### src/rtl/mult_sequencer_pkg.sv
// Shared encodings for the multiply sequencer: ALU operation codes and controller states.
package mult_sequencer_pkg;

  typedef enum logic [2:0] {
    ALU_AND = 3'b000,
    ALU_OR  = 3'b001,
    ALU_ADD = 3'b010,
    ALU_SUB = 3'b011,
    ALU_SLT = 3'b100,
    ALU_NOR = 3'b101
  } alu_op_e;

  typedef enum logic [1:0] {
    IDLE,
    RUN,
    DONE
  } state_e;

endpackage

### src/rtl/mult_sequencer_if.sv
// Request/result bundle between the core control and the multiply sequencer.
interface mult_sequencer_if #(
  parameter int unsigned WIDTH = 32
);
  logic             start;
  logic [WIDTH-1:0] multiplicand;
  logic [WIDTH-1:0] multiplier;
  logic             ready;
  logic             busy;
  logic             done;
  logic [WIDTH-1:0] hi;
  logic [WIDTH-1:0] lo;

  modport master (
    output start, multiplicand, multiplier,
    input  ready, busy, done, hi, lo
  );

  modport slave (
    input  start, multiplicand, multiplier,
    output ready, busy, done, hi, lo
  );
endinterface

### src/rtl/mult_sequencer.sv
// Unsigned WIDTHxWIDTH shift-add multiplier that borrows the shared ALU for the adds,
// producing the 2*WIDTH product in HI:LO after WIDTH iterations.
module mult_sequencer
  import mult_sequencer_pkg::*;
#(
  parameter int unsigned WIDTH      = 32,
  parameter int unsigned CNT_W      = 6,
  parameter logic [2:0]  ALU_OP_ADD = ALU_ADD
) (
  input  logic                 clk,
  input  logic                 reset,
  mult_sequencer_if.slave      bus,
  output logic [2:0]           alu_op,
  output logic [WIDTH-1:0]     alu_a,
  output logic [WIDTH-1:0]     alu_b,
  input  logic [WIDTH-1:0]     alu_result
);

  state_e           state, next_state;
  logic [WIDTH-1:0] m_reg;
  logic [WIDTH-1:0] hi;
  logic [WIDTH-1:0] lo;
  logic [CNT_W-1:0] count;
  logic             accept;
  logic             carry;
  logic             last_iter;

  assign accept    = bus.ready && bus.start;
  assign last_iter = (count == CNT_W'(WIDTH - 1));

  assign alu_op = ALU_OP_ADD;
  assign alu_a  = hi;
  assign alu_b  = lo[0] ? m_reg : '0;

  // Carry-out of the ALU add recovered by wrap-around detection; no add means no carry.
  assign carry = (alu_b != '0) && (alu_result < alu_a);

  always_ff @(posedge clk) begin
    if (reset) state <= IDLE;
    else       state <= next_state;
  end

  always_comb begin
    next_state = state;
    unique case (state)
      IDLE:    if (bus.start) next_state = RUN;
      RUN:     if (last_iter) next_state = DONE;
      DONE:    next_state = bus.start ? RUN : IDLE;
      default: next_state = IDLE;
    endcase
  end

  always_comb begin
    bus.ready = 1'b0;
    bus.busy  = 1'b0;
    bus.done  = 1'b0;
    unique case (state)
      IDLE:    bus.ready = 1'b1;
      RUN:     bus.busy  = 1'b1;
      DONE: begin
        bus.ready = 1'b1;
        bus.done  = 1'b1;
      end
      default: bus.ready = 1'b0;
    endcase
  end

  always_ff @(posedge clk) begin
    if (reset) begin
      m_reg <= '0;
      hi    <= '0;
      lo    <= '0;
      count <= '0;
    end else if (accept) begin
      m_reg <= bus.multiplicand;
      hi    <= '0;
      lo    <= bus.multiplier;
      count <= '0;
    end else if (state == RUN) begin
      // LO doubles as the multiplier shift register: its LSB selects the add, the sum bit enters at the top.
      {hi, lo} <= {carry, alu_result, lo[WIDTH-1:1]};
      count    <= count + 1'b1;
    end
  end

  assign bus.hi = hi;
  assign bus.lo = lo;

endmodule

### src/flat_wrapper.sv
// flat-port wrapper written by rule: the top's interface ports become plain ports
module mult_sequencer_flat import mult_sequencer_pkg::*;
#(
  parameter int unsigned WIDTH      = 32,
  parameter int unsigned CNT_W      = 6,
  parameter logic [2:0]  ALU_OP_ADD = ALU_ADD
)
  (clk, reset, alu_op, alu_a, alu_b, alu_result, bus_start, bus_multiplicand, bus_multiplier, bus_ready, bus_busy, bus_done, bus_hi, bus_lo);
  mult_sequencer_if #(.WIDTH(WIDTH)) bus_i ();
  input  logic clk;
  input  logic reset;
  output logic [2:0] alu_op;
  output logic [WIDTH-1:0] alu_a;
  output logic [WIDTH-1:0] alu_b;
  input  logic [WIDTH-1:0] alu_result;
  input wire logic [$bits(bus_i.start)-1:0] bus_start;
  input wire logic [$bits(bus_i.multiplicand)-1:0] bus_multiplicand;
  input wire logic [$bits(bus_i.multiplier)-1:0] bus_multiplier;
  output wire logic [$bits(bus_i.ready)-1:0] bus_ready;
  output wire logic [$bits(bus_i.busy)-1:0] bus_busy;
  output wire logic [$bits(bus_i.done)-1:0] bus_done;
  output wire logic [$bits(bus_i.hi)-1:0] bus_hi;
  output wire logic [$bits(bus_i.lo)-1:0] bus_lo;
  assign bus_i.start = bus_start;
  assign bus_i.multiplicand = bus_multiplicand;
  assign bus_i.multiplier = bus_multiplier;
  assign bus_ready = bus_i.ready;
  assign bus_busy = bus_i.busy;
  assign bus_done = bus_i.done;
  assign bus_hi = bus_i.hi;
  assign bus_lo = bus_i.lo;
  mult_sequencer #(.WIDTH(WIDTH), .CNT_W(CNT_W), .ALU_OP_ADD(ALU_OP_ADD)) u_core (.clk(clk), .reset(reset), .bus(bus_i), .alu_op(alu_op), .alu_a(alu_a), .alu_b(alu_b), .alu_result(alu_result));
endmodule
### config.mk
export PLATFORM = sky130hd
export DESIGN_NAME = mult_sequencer_flat
export DESIGN_NICKNAME = d
export VERILOG_FILES = /design/src/rtl/mult_sequencer_pkg.sv /design/src/rtl/mult_sequencer_if.sv /design/src/rtl/mult_sequencer.sv /design/src/flat_wrapper.sv
export SDC_FILE = /design/constraint.sdc
export NUM_CORES = 1
export LEC_CHECK = 0
export BUFFER_PORTS_ARGS = -buffer_cell sky130_fd_sc_hd__buf_4
export CAP_MARGIN = 10
export CORE_MARGIN = 2
export CORE_UTILIZATION = 51
export DETAILED_ROUTE_END_ITERATION = 8
export GPL_ROUTABILITY_DRIVEN = 0
export GPL_TIMING_DRIVEN = 0
export HOLD_SLACK_MARGIN = 0.03
export PLACE_DENSITY = 0.95
export RECOVER_POWER = 50
export SYNTH_ARGS = -nofsm -noshare
export SYNTH_HDL_FRONTEND = slang
export SYNTH_SLANG_ARGS = --single-unit
### constraint.sdc
create_clock -name clk -period 4.5 [get_ports clk]
set_input_delay 0.45 -clock clk [delete_from_list [all_inputs] [get_ports clk]]
set_output_delay 0.45 -clock clk [all_outputs]
set_load 0.1 [all_outputs]
==> flow_summary.yaml <==
critical_path:
  cp.required_ps: 4050
  startpoint_type: "flip-flop"
  crit_start: "u_core.state[0]$_SDFFE_PP0P_"
  cp-end-kind: "output port"
  cp_num_buf_inv: 4
  worst-setup-path-type: "flip-flop to output port"
  r2r_end: "u_core.state[0]$_SDFFE_PP0P_"
  cp_slowest_cell: "clkinvlp_2"
  cp_top_family: "buffers and inverters"
  worst-path-max-fanout: 10
  r2r_cells: 6
  r2r_slack_ps: 2380
  r2r-start: "u_core.state[0]$_SDFFE_PP0P_"
  crit_top_cell: "clkbuf_1"
  arrival_ps: 2420
  path_cells: "nand2b_1, clkbuf_1, clkinvlp_2, clkbuf_1, buf_4"
  max_stage_delay_ps: 510
  path_depth: 5
timing:
  worst_pin_slew_ps: 1230
  min_period_ps: 2870
  tns_ps: 0
  timing.final.crit_share: 0.639
  hold_slack_ps: 319
  finalSetupViolations: 0
  timing_hold_violations_final: 0
  finalClockSkew_ps: 12.4
  slew_violations: 0
  fmax_mhz: 348
  rsz0062_at_grt: "no"
  slew-limit-headroom: 0.183
clock_network:
  cts_root_buf: "clkbuf_8"
  cts_num_sinks: 104
  cts_tree: "done"
  clockBufferDepth: 2
  clkLatencyLatePin_ps: 360
  ctsHoldBuffers: 0
  htree_levels: 3
  cts_resized: 0
  post_cts_buffers: 0
  clkTransAtPathRegs_ps: 110
  cts_buffers: 9
drt:
  wl_per_cell_um: 14.5
  top_layer: "met4"
  drt_iter0_drc: 224
  ant_nets: 0
  vias: 5509
  drc_errors: 0
  firstDrtPassIters: 5
  wirelength_um: 15400
  route.met2.wl_um: 7620
  routedLengthMet1_um: 6190
  met3_length_um: 1240
  avgViaCountPerCell: 5.20
placed_design:
  port_buffers: 229
  hpwl_um: 11900
min_path:
  hold_class: "input port to flip-flop"
  hold_start: "bus_multiplicand[18]"
  hold_depth: 3
  whs_endpoint: "u_core.m_reg[18]$_SDFFE_PP0P_"
synth:
  synth_cell_types: 40
  yosys.area.top_type: "dfxtp_1"
  synthCells: 680
  ys_warn_count: 0
  ys_ff_latch: 104
  synth.avg_cell_area_um2: 7.62
  ys_seq_area_frac: 0.402
  syn_area_um2: 5180
  synth_top_area_frac: 0.402
  synth_area_leaders: "dfxtp_1, nand2_1, ha_1"
grt:
  grtUsageTotal: 0.275
  grt_max_degree: 20
  grt_pass1_vias: 5198
  antenna_found_initial: 0
  grt_pass1_wl_um: 24800
  grt_overflow_total: 0
floorplan:
  num_rows: 36
  io_pins: 233
  die_area_um2: 11000
  core_area_um2: 9820
  die_h_um: 105
  start_util: 0.528
  fp.dieW_um: 105
power_and_ir_drop:
  leakage_nw: 2.98
  ir_drop_uv: 233
  p_per_area_nw_per_um2: 349
cells_and_area:
  drive_gt1_frac: 0.243
  fin_nets: 1052
  diodes: 0
  final_common_cell: "buf_4"
  syn_to_final_growth_pct: 35.2
  layout_common_cells: "buf_4, nand2_1, dfxtp_1, clkbuf_1, a21oi_1"
job:
  drv_cap: 0
run_status:
  status: "finished clean"
## worst max path at each step
| stage | end | slack [ps] |
|---|---|---|
| floorplan | alu_b[10] | 2000 |
| CTS | bus_busy | 2220 |
| global route | bus_busy | 1420 |
| detailed placement | u_core.alu_a[31]$_SDFFE_PP0P_ | 2490 |
| global placement | u_core.alu_a[31]$_SDFFE_PP0P_ | 2530 |
| finish | bus_busy | 1630 |
## worst register-to-register path, delay by kind of cell (launching register included)
kind                   cells  cell delay [ps]
AO/OA/AOI/OAI              1              220
flip-flops                 1              360
AND/OR/NAND/NOR            2              140
buffers and inverters      3             1300
## cell usage after synthesis
cell / number
nand2_1: 191
dfxtp_1: 104
a21oi_1: 77
nor2_1: 40
buf_4: 36
inv_1: 34
and2_1: 32
ha_1: 32
a311oi_1: 26
clkbuf_1: 20
buf_1: 10
buf_2: 10
nor4_1: 9
o22ai_1: 7
nor3_1: 6
nand4_1: 5
nand3_1: 4
o21ai_1: 4
xor2_1: 4
nand2b_1: 3
a211oi_1: 2
a21o_1: 2
and4_1: 2
conb_1: 2
nor2b_1: 2
or3_1: 2
a2111oi_2: 1
a211o_1: 1
a21oi_2: 1
a221oi_2: 1
clkinv_2: 1
inv_2: 1
nand2_2: 1
nand4_2: 1
nor4_2: 1
o21a_1: 1
o21ai_0: 1
o221ai_1: 1
o41a_1: 1
or2_1: 1
## layout make-up
type / instances / area [µm²]
Inverter: 36 / 136
Buffer: 76 / 427
Sequential cell: 104 / 2080
Clock buffer: 10 / 138
Multi-Input combinational cell: 465 / 2530
Clock inverter: 6 / 61.3
Tap cell: 133 / 166
Timing Repair Buffer: 229 / 1470
Fill cell: 839 / 2810
## cell families after synthesis
family                   share of synthesized area
other                                      0.00145
XOR/XNOR                                   0.00676
adder cells (fa/ha/maj)                     0.0772
flip-flops                                   0.402
buffers and inverters                        0.110
AND/OR/NAND/NOR                              0.251
AO/OA/AOI/OAI                                0.152
## where the power goes
part / internal, mW / switching [mW] / total [mW]
Clock: 0.230 / 0.350 / 0.580
Sequential: 0.977 / 0.0513 / 1.03
Combinational: 0.196 / 0.639 / 0.836
Total: 1.40 / 1.04 / 2.44
## per-layer routing
metal  vias up  GRT usage
met4         0     0.0886
met3        33     0.0792
met1      2530      0.323
met5         -          0
met2       235      0.482
li1       2711          -
## stage by stage
| step | setup slack [ps] | cell area [µm²] | total power [mW] | utilization | cells |
|---|---|---|---|---|---|
| detailed placement | 2490 | 7070 | 1.92 | 0.720 | 1043 |
| global placement | 2530 | 7070 | 1.90 | 0.720 | 1043 |
| finish | 1630 | 7010 | 2.44 | 0.714 | 1059 |
| floorplan | 2000 | 5190 | 1.68 | - | 681 |
| global route | 1420 | 7010 | 2.55 | 0.714 | 1059 |
| CTS | 2220 | 7270 | 2.49 | 0.741 | 1059 |
No activity file was read; power rests on OpenSTA's default activity.
